## config.mk

```make
export PLATFORM = sky130hd
export DESIGN_NAME = pipe_seq_flat
export DESIGN_NICKNAME = d
export VERILOG_FILES = /design/src/rtl/pipe_seq_if.sv /design/src/rtl/pipe_seq.sv /design/src/flat_wrapper.sv
export SDC_FILE = /design/constraint.sdc
export NUM_CORES = 1
export LEC_CHECK = 0
export CELL_PAD_IN_SITES_DETAIL_PLACEMENT = 0
export CELL_PAD_IN_SITES_GLOBAL_PLACEMENT = 1
export CORE_MARGIN = 2
export CORE_UTILIZATION = 23
export CTS_BUF_LIST = sky130_fd_sc_hd__clkbuf_4
export CTS_CLUSTER_DIAMETER = 150
export DETAILED_ROUTE_END_ITERATION = 8
export HOLD_SLACK_MARGIN = 0.02
export MAX_ROUTING_LAYER = met4
export PLACE_DENSITY_LB_ADDON = 0.1
export SLEW_MARGIN = 40
export SYNTH_ARGS = -nofsm -noshare
export SYNTH_HDL_FRONTEND = slang
export SYNTH_SLANG_ARGS = --single-unit
```

## constraint.sdc

```tcl
create_clock -name clk -period 2.8 [get_ports clk]
set_input_delay 0.56 -clock clk [delete_from_list [all_inputs] [get_ports clk]]
set_output_delay 0.56 -clock clk [all_outputs]
set_load 0.02 [all_outputs]
```

## src/rtl/pipe_seq_if.sv

```systemverilog
// Sequencer <-> datapath bundle: hazard/redirect inputs in, stall/flush/trace-tag outputs back.
// Handshake: there is no valid/ready pair; every output is a per-cycle strobe or tag, sampled each cycle.
interface pipe_seq_if #(
  parameter int ID_W = 32
);
  logic            fetch_v;
  logic [4:0]      rs1_i;
  logic [4:0]      rs2_i;
  logic            use_rs1_i;
  logic            use_rs2_i;
  logic            ld_x;
  logic [4:0]      rd_x;
  logic            redirect;
  logic            mem_busy;
  logic            stall_i;
  logic            flush;
  logic            kill_v;
  logic [ID_W-1:0] kill_id;
  logic            inst_v_i;
  logic            inst_v_x;
  logic            inst_v_m;
  logic            inst_v_r;
  logic [ID_W-1:0] ci;
  logic [ID_W-1:0] cx;
  logic [ID_W-1:0] cm;
  logic [ID_W-1:0] cr;
  logic [ID_W-1:0] retired;

  modport master (
    output fetch_v, rs1_i, rs2_i, use_rs1_i, use_rs2_i, ld_x, rd_x, redirect, mem_busy,
    input  stall_i, flush, kill_v, kill_id, inst_v_i, inst_v_x, inst_v_m, inst_v_r,
           ci, cx, cm, cr, retired
  );

  modport slave (
    input  fetch_v, rs1_i, rs2_i, use_rs1_i, use_rs2_i, ld_x, rd_x, redirect, mem_busy,
    output stall_i, flush, kill_v, kill_id, inst_v_i, inst_v_x, inst_v_m, inst_v_r,
           ci, cx, cm, cr, retired
  );
endinterface

```

## src/rtl/pipe_seq.sv

```systemverilog
// Issue/stall/flush sequencer for the I-X-M-R pipeline; tracks per-stage valid bits and IDs
// and emits stage-entry, kill and retire events for the trace logger.
module pipe_seq #(
  parameter int ID_W = 32
) (
  input  logic     clk,
  input  logic     reset,
  pipe_seq_if.slave bus
);

  logic [ID_W-1:0] next_id_q, next_id_d;
  logic            i_logged_q, i_logged_d;
  logic            valid_x_q, valid_x_d;
  logic            valid_m_q, valid_m_d;
  logic            valid_r_q, valid_r_d;
  logic [ID_W-1:0] id_x_q, id_x_d;
  logic [ID_W-1:0] id_m_q, id_m_d;
  logic [ID_W-1:0] id_r_q, id_r_d;
  logic            ent_x_q, ent_x_d;
  logic            ent_m_q, ent_m_d;
  logic            ent_r_q, ent_r_d;
  logic [ID_W-1:0] retired_q, retired_d;

  logic adv;
  logic rs1_hit;
  logic rs2_hit;
  logic load_use;
  logic flush_c;
  logic take;
  logic kill_c;

  always_comb begin
    adv      = !bus.mem_busy;
    rs1_hit  = bus.use_rs1_i && (bus.rs1_i == bus.rd_x);
    rs2_hit  = bus.use_rs2_i && (bus.rs2_i == bus.rd_x);
    load_use = valid_x_q && bus.ld_x && (bus.rd_x != 5'd0) && (rs1_hit || rs2_hit);
    // A redirect only counts once the pipe can move, so it waits out mem_busy.
    flush_c  = bus.redirect && valid_x_q && adv;
    take     = bus.fetch_v && adv && !load_use && !flush_c;
    kill_c   = flush_c && bus.fetch_v;
  end

  always_comb begin
    next_id_d  = next_id_q;
    i_logged_d = i_logged_q;
    valid_x_d  = valid_x_q;
    valid_m_d  = valid_m_q;
    valid_r_d  = valid_r_q;
    id_x_d     = id_x_q;
    id_m_d     = id_m_q;
    id_r_d     = id_r_q;
    ent_x_d    = 1'b0;
    ent_m_d    = 1'b0;
    ent_r_d    = 1'b0;
    retired_d  = retired_q + ID_W'(ent_r_q);

    // Each ID is consumed exactly once, by issue or by kill.
    if (take || kill_c) begin
      next_id_d  = next_id_q + 1'b1;
      i_logged_d = 1'b0;
    end else if (bus.fetch_v) begin
      i_logged_d = 1'b1;
    end

    if (adv) begin
      valid_r_d = valid_m_q;
      id_r_d    = id_m_q;
      valid_m_d = valid_x_q;
      id_m_d    = id_x_q;
      valid_x_d = take;
      id_x_d    = next_id_q;
      ent_x_d   = take;
      ent_m_d   = valid_x_q;
      ent_r_d   = valid_m_q;
    end
  end

  always_ff @(posedge clk) begin
    if (!reset) begin
      next_id_q  <= '0;
      i_logged_q <= 1'b0;
      valid_x_q  <= 1'b0;
      valid_m_q  <= 1'b0;
      valid_r_q  <= 1'b0;
      id_x_q     <= '0;
      id_m_q     <= '0;
      id_r_q     <= '0;
      ent_x_q    <= 1'b0;
      ent_m_q    <= 1'b0;
      ent_r_q    <= 1'b0;
      retired_q  <= '0;
    end else begin
      next_id_q  <= next_id_d;
      i_logged_q <= i_logged_d;
      valid_x_q  <= valid_x_d;
      valid_m_q  <= valid_m_d;
      valid_r_q  <= valid_r_d;
      id_x_q     <= id_x_d;
      id_m_q     <= id_m_d;
      id_r_q     <= id_r_d;
      ent_x_q    <= ent_x_d;
      ent_m_q    <= ent_m_d;
      ent_r_q    <= ent_r_d;
      retired_q  <= retired_d;
    end
  end

  assign bus.stall_i  = bus.fetch_v && (bus.mem_busy || load_use) && !flush_c;
  assign bus.flush    = flush_c;
  assign bus.kill_v   = kill_c;
  assign bus.kill_id  = next_id_q;
  assign bus.inst_v_i = bus.fetch_v && !i_logged_q;
  assign bus.ci       = next_id_q;
  assign bus.inst_v_x = ent_x_q;
  assign bus.inst_v_m = ent_m_q;
  assign bus.inst_v_r = ent_r_q;
  assign bus.cx       = id_x_q;
  assign bus.cm       = id_m_q;
  assign bus.cr       = id_r_q;
  assign bus.retired  = retired_q;

endmodule
```

## src/flat_wrapper.sv

```systemverilog
// flat-port wrapper written by rule: the top's interface ports become plain ports
module pipe_seq_flat 
#(
  parameter int ID_W = 32
)
  (clk, reset, bus_fetch_v, bus_rs1_i, bus_rs2_i, bus_use_rs1_i, bus_use_rs2_i, bus_ld_x, bus_rd_x, bus_redirect, bus_mem_busy, bus_stall_i, bus_flush, bus_kill_v, bus_kill_id, bus_inst_v_i, bus_inst_v_x, bus_inst_v_m, bus_inst_v_r, bus_ci, bus_cx, bus_cm, bus_cr, bus_retired);
  pipe_seq_if #(.ID_W(ID_W)) bus_i ();
  input  logic clk;
  input  logic reset;
  input wire logic [$bits(bus_i.fetch_v)-1:0] bus_fetch_v;
  input wire logic [$bits(bus_i.rs1_i)-1:0] bus_rs1_i;
  input wire logic [$bits(bus_i.rs2_i)-1:0] bus_rs2_i;
  input wire logic [$bits(bus_i.use_rs1_i)-1:0] bus_use_rs1_i;
  input wire logic [$bits(bus_i.use_rs2_i)-1:0] bus_use_rs2_i;
  input wire logic [$bits(bus_i.ld_x)-1:0] bus_ld_x;
  input wire logic [$bits(bus_i.rd_x)-1:0] bus_rd_x;
  input wire logic [$bits(bus_i.redirect)-1:0] bus_redirect;
  input wire logic [$bits(bus_i.mem_busy)-1:0] bus_mem_busy;
  output wire logic [$bits(bus_i.stall_i)-1:0] bus_stall_i;
  output wire logic [$bits(bus_i.flush)-1:0] bus_flush;
  output wire logic [$bits(bus_i.kill_v)-1:0] bus_kill_v;
  output wire logic [$bits(bus_i.kill_id)-1:0] bus_kill_id;
  output wire logic [$bits(bus_i.inst_v_i)-1:0] bus_inst_v_i;
  output wire logic [$bits(bus_i.inst_v_x)-1:0] bus_inst_v_x;
  output wire logic [$bits(bus_i.inst_v_m)-1:0] bus_inst_v_m;
  output wire logic [$bits(bus_i.inst_v_r)-1:0] bus_inst_v_r;
  output wire logic [$bits(bus_i.ci)-1:0] bus_ci;
  output wire logic [$bits(bus_i.cx)-1:0] bus_cx;
  output wire logic [$bits(bus_i.cm)-1:0] bus_cm;
  output wire logic [$bits(bus_i.cr)-1:0] bus_cr;
  output wire logic [$bits(bus_i.retired)-1:0] bus_retired;
  assign bus_i.fetch_v = bus_fetch_v;
  assign bus_i.rs1_i = bus_rs1_i;
  assign bus_i.rs2_i = bus_rs2_i;
  assign bus_i.use_rs1_i = bus_use_rs1_i;
  assign bus_i.use_rs2_i = bus_use_rs2_i;
  assign bus_i.ld_x = bus_ld_x;
  assign bus_i.rd_x = bus_rd_x;
  assign bus_i.redirect = bus_redirect;
  assign bus_i.mem_busy = bus_mem_busy;
  assign bus_stall_i = bus_i.stall_i;
  assign bus_flush = bus_i.flush;
  assign bus_kill_v = bus_i.kill_v;
  assign bus_kill_id = bus_i.kill_id;
  assign bus_inst_v_i = bus_i.inst_v_i;
  assign bus_inst_v_x = bus_i.inst_v_x;
  assign bus_inst_v_m = bus_i.inst_v_m;
  assign bus_inst_v_r = bus_i.inst_v_r;
  assign bus_ci = bus_i.ci;
  assign bus_cx = bus_i.cx;
  assign bus_cm = bus_i.cm;
  assign bus_cr = bus_i.cr;
  assign bus_retired = bus_i.retired;
  pipe_seq #(.ID_W(ID_W)) u_core (.clk(clk), .reset(reset), .bus(bus_i));
endmodule
```

# [Word level (Yosys, flattened, before mapping)]
# Cells that the tools add are included.
[op_classes] n_addsub=2 n_eq_ne=2 n_bitwise=1 n_reduce_logical=24
[op_table] cell="$add A32 B1 Y32" count=1
[op_table] cell="$add A32 B1 Y32 const B" count=1
[op_table] cell="$logic_and A1 B1 Y1" count=14
[op_table] cell="$eq A5 B5 Y1" count=2
[op_table] cell="$reduce_bool A5 Y1" count=1
[op_table] cell="$logic_not A1 Y1" count=4
[op_table] cell="$reduce_or A2 Y1" count=2
[op_table] cell="$logic_or A1 B1 Y1" count=3
[op_table] cell="$not A1 Y1" count=1
[word_totals] register_bits=166 input_bits=23 out_inout_bits=199 wordCells=40

# [Logic depth before layout (Yosys ltp)]
[logic_depth] ltp_word=9 mapped_depth=7 mapped_depth_nobuf=7

# [Worst setup path before layout]
# No wires, ideal clock.
[synth_timing] kind="input to output" from="input port bus_rd_x[1]" to="output port bus_stall_i" t_arrival_ns=1.950 required_ns=2.240 path_slack_ns=0.290 path_stages=6 n_path_buf=1 path_cell_list="xnor2_1 nand4_1 o22ai_4 clkbuf_1 nand4_1 a21oi_1"
[synth_via] elab_chain_len=7 word_cells_on_any_way=11
[synth_rtl] element="start: declaration" line="flat_wrapper.sv:16" source="input wire logic [$bits(bus_i.rd_x)-1:0] bus_rd_x;"
[synth_rtl] element="$eq A5 B5 Y1, on equally long branches" line="pipe_seq.sv:34, pipe_seq.sv:35"
[synth_rtl] element="$logic_and A1 B1 Y1, on equally long branches" line="pipe_seq.sv:34, pipe_seq.sv:35"
[synth_rtl] element="$logic_or A1 B1 Y1" line="pipe_seq.sv:36" source="load_use = valid_x_q && bus.ld_x && (bus.rd_x != 5'd0) && (rs1_hit || rs2_hit);"
[synth_rtl] element="$logic_and A1 B1 Y1 (*)" line="pipe_seq.sv:36"
[synth_rtl] element="$logic_or A1 B1 Y1 (*)" line="pipe_seq.sv:108" source="assign bus.stall_i = bus.fetch_v && (bus.mem_busy || load_use) && !flush_c;"
[synth_rtl] element="$logic_and A1 B1 Y1 (*) (2 in a row)" line="pipe_seq.sv:108"
[synth_rtl] element="end: declaration" line="flat_wrapper.sv:19" source="output wire logic [$bits(bus_i.stall_i)-1:0] bus_stall_i;"
# Mark *: on every way between the ends. The rest lies on a longest branch, timed or not.

# [Final worst setup path]
[layout_timing] from="input port bus_rd_x[4]" to="output port bus_stall_i"
# The elaborated chain is that of the path after synthesis.

==> metrics.md <==
| Metric | Value |
|---|---|
| Final GP Congestion | 0.692 |
| Synthesis-to-layout area growth | 39.4% |
| Placeable core area | 30,400 um^2 |
| Synth Warn # | 0 |
| Clock share of power | 0.346 |
| DR top layer | met4 |
| First-pass GRT wire length | 31,300 um |
| Status | finished, final reports clean |
| Final setup TNS | 0 ns |
| Post-synth EDFFs | 0 |
| Worst-case reg-to-reg path depth | 6 |
| Routed vias | 5,591 |
| Count of clock tree sinks | 166 |
| Unique masters post-synth | 45 |
| Post-synthesis instance total | 734 |
| Hold path depth | 3 |
| Fillers | 3,238 |
| Worst reg2reg path endpoint | u_core.bus.ci[26]$_SDFFE_PN0P_ |
| Cts bufs inserted | 17 |
| HP Class | input pin to flip-flop |
| Data arrival time of the critical path | 2.09 ns |
| Met1 WL | 10,000 um |
| Reg2reg start | u_core.bus.ci[0]$_SDFFE_PN0P_ |
| Hold Violations, Final | 0 |
| Top_reg_cell synth | dfxtp_1 |
| Min-Delay Startpoint | bus_mem_busy |
| Worst vdd ir | 171 uV |
| Switching Fraction | 0.270 |
| Fin crit share | 0.945 |
| Die Y | 179 um |
| Synth Area per Inst | 9.64 um^2 |
| Met3 routed WL | 971 um |
| Critical path class | input pin to primary output |
| Net switching power figure | 1090 uW |
| Clk slew on worst S/H paths | 0.11 ns |
| FF+latch count, synth | 166 |
| Synth async-reset ratio | 0 |
| Post-route ant nets | 0 |
| I/O Buffers | 221 |
| Final #Nets | 958 |
| Max_slew headroom | 0.576 |
| PD cells | 408 nW/um^2 |
| Peak fanout along the critical path | 3 |
| Sequential area share after synthesis | 0.470 |
| Reg2Reg Setup Slack | 0.69 ns |
| Post-CTS setup buffers | 0 |
| WL met2 | 9120 um |
| MaxCap Viol Count | 0 |
| Comb pwr share | 0.063 |
| Leak | 0.00364 uW |
| Clock Tree Buf Depth | 2 |
| Worst hold slack | 0.357 ns |
| H-Tree Depth | 4 |
| Pin count of the biggest net entering global routing | 87 |
| First drt pass iteration count | 4 |
| Root Driver | clkbuf_4 |
| RSZ-0062 raised after global routing | false |
| Fmax | 0.378 GHz |
| Final Setup Violations | 0 |
| Nature of the critical path endpoint | primary output |
| Vias in the first global route | 5,440 |
| Die X-Extent | 179 um |
| P_int | 2930 uW |
| Worst Setup SP | bus_rd_x[4] |
| Post-route minimum period | 2.65 ns |
| Top Ports | 222 |
| Hpwl dp | 14,100 um |
| DRC Markers | 0 |
| TritonCTS clock tree | done |
| Mapped Area | 7070 um^2 |
| Syn nets | 760 |
| Full die area | 32,200 um^2 |
| Detailed Route WL | 20,300 um |
| CP Launch Type | input pin |
| Final slew viol count | 0 |
| Critical Path RT | 2.24 ns |
| Number of core rows | 64 |
| Drt initial violations | 254 |
| Slew @ Worst Pin | 0.636 ns |
| Hold Buf Count CTS | 0 |
| Clk_skew | 0.0344 ns |
| Clock Latency Late Sink | 0.56 ns |
| Layout cells sized above 1 | 0.0953 |
| Total Routing Usage GR | 0.130 |
| Flop pwr share | 0.591 |
| Grt total ovfl | 0 |
| Initial Util | 0.232 |
| Via density | 4.17 |
| Drt wl/cell | 15.1 um |
| Initial antenna violation count | 1 |
| Worst setup endpoint | bus_stall_i |
==> cell type report <==
class | instances | area, um^2 | share of cell area
Sequential cell | 166 | 3320 | 0.337
Multi-Input combinational cell | 485 | 3290 | 0.334
Timing Repair Buffer | 248 | 2440 | 0.247
Tap cell | 396 | 495 | 0.0503
Clock buffer | 18 | 135 | 0.0137
Clock inverter | 13 | 124 | 0.0126
Inverter | 14 | 55.1 | 0.00558
Antenna cell | 1 | 2.50 | 0.000254
==> registers in the layout (all words and copies together), names as in the netlist <==
signal / count
u_core.valid_m_q: 1
u_core.bus.cm: 32
u_core.valid_x_q: 1
u_core.bus.inst_v_m: 1
u_core.bus.ci: 32
u_core.bus.retired: 32
u_core.bus.inst_v_x: 1
u_core.bus.cx: 32
u_core.bus.inst_v_r: 1
u_core.bus.cr: 32
u_core.i_logged_q: 1
==> cells in the mapped netlist, types with 2 or more instances <==
cell type,instances,area (um^2)
inv_2,2,7.51
a2111oi_4,2,55.1
inv_1,11,41.3
and2_1,8,50.1
nand4_4,2,42.5
mux2i_1,100,1000
or3_1,5,31.3
buf_4,34,255
buf_1,3,11.3
xor2_1,17,149
ha_1,3,37.5
nor2b_1,2,12.5
a211oi_1,6,45.0
dfxtp_1,166,3320
xnor2_1,39,342
and3_2,3,22.5
nor3_1,4,20.0
nand2_1,36,135
and3_1,9,56.3
buf_2,4,20.0
nand3_1,18,90.1
nor2_1,147,552
a2111oi_2,9,135
nand4_1,23,144
and4_1,4,35.0
a31o_2,3,26.3
or4_1,2,15.0
nor3_2,3,30.0
o21ai_0,7,35.0
o31ai_1,2,15.0
clkbuf_1,26,97.6
nand2b_1,4,25.0
a21oi_1,18,90.1
==> worst min-delay path by stage <==
stage,endpoint
after floorplan,u_core.valid_m_q$_SDFFE_PN0N_
after global placement,u_core.valid_m_q$_SDFFE_PN0N_
after detailed placement,u_core.valid_m_q$_SDFFE_PN0N_
after CTS,u_core.bus.inst_v_r$_SDFF_PP0_
after global routing,u_core.bus.inst_v_r$_SDFF_PP0_
final,u_core.bus.inst_v_r$_SDFF_PP0_
==> per-stage QoR <==
step           std cells  instance area, um^2  power (uW)   util  setup WS (ns)
2_1_floorplan        734                 7070        2580      -          0.290
3_3_place_gp        1309                 9600        2690  0.316         -0.341
3_5_place_dp        1309                 9600        2690  0.316         -0.334
4_1_cts             1340                 9860        4140  0.324        0.00371
5_1_grt             1341                 9860        4240  0.324        0.00452
6_report            1341                 9860        4020  0.324          0.154
==> power groups by stage <==
stage	logic [uW]	clock network [uW]	registers, uW
2_1_floorplan	152	0	2430
3_3_place_gp	263	0	2430
6_report	253	1390	2380
3_5_place_dp	261	0	2430
4_1_cts	262	1500	2380
5_1_grt	274	1580	2380
==> worst max-delay path: stages <==
cell and delay, ns:
clkdlybuf4s50_1 0.54, xnor2_1 0.14, nand4_1 0.17, o22ai_4 0.21, nand4_1 0.13, a21oi_1 0.15, buf_2 0.18
==> placed cells by master, fill, tap and decap left out, drive strengths merged, types with 3 or more instances in the layout <==
master / synthesis / layout
clkinv: 1 / 4
ha: 3 / 3
clkdlybuf4s50: 0 / 219
a211oi: 6 / 6
or3: 5 / 5
clkinvlp: 0 / 4
buf: 42 / 29
o21ai: 7 / 7
a2111oi: 11 / 11
mux2i: 100 / 100
xnor2: 39 / 39
nor3: 7 / 7
nor2: 148 / 148
inv: 13 / 18
and2: 8 / 8
nand2: 37 / 37
dfxtp: 166 / 166
a21oi: 18 / 18
a31o: 3 / 3
and4: 5 / 5
and3: 12 / 12
nand3: 18 / 18
nand4: 25 / 25
nand2b: 4 / 4
xor2: 17 / 17
clkbuf: 27 / 18
==> cells by family after synthesis <==
group | share of synthesized area
muxes | 0.141
AOI/OAI and AO/OA | 0.0607
and+or+nand+nor | 0.188
buffers and inverters | 0.0654
DFF | 0.470
adders and majority gates | 0.00531
xor gates and xnor gates | 0.0693
==> repair_timing <==
item                                    4_1_cts  5_1_grt
gates resized for setup                       3        1
endpoints found under the setup margin        1        1
pin swaps                                     0        0
gates cloned                                  0        0
==> routing by layer <==
metal | vias up | global-route usage
met4 | 0 | 0.0363
met1 | 2595 | 0.179
met5 | - | -
li1 | 2853 | -
met2 | 135 | 0.190
met3 | 8 | 0.0291
(Power assumes the default switching activity.)
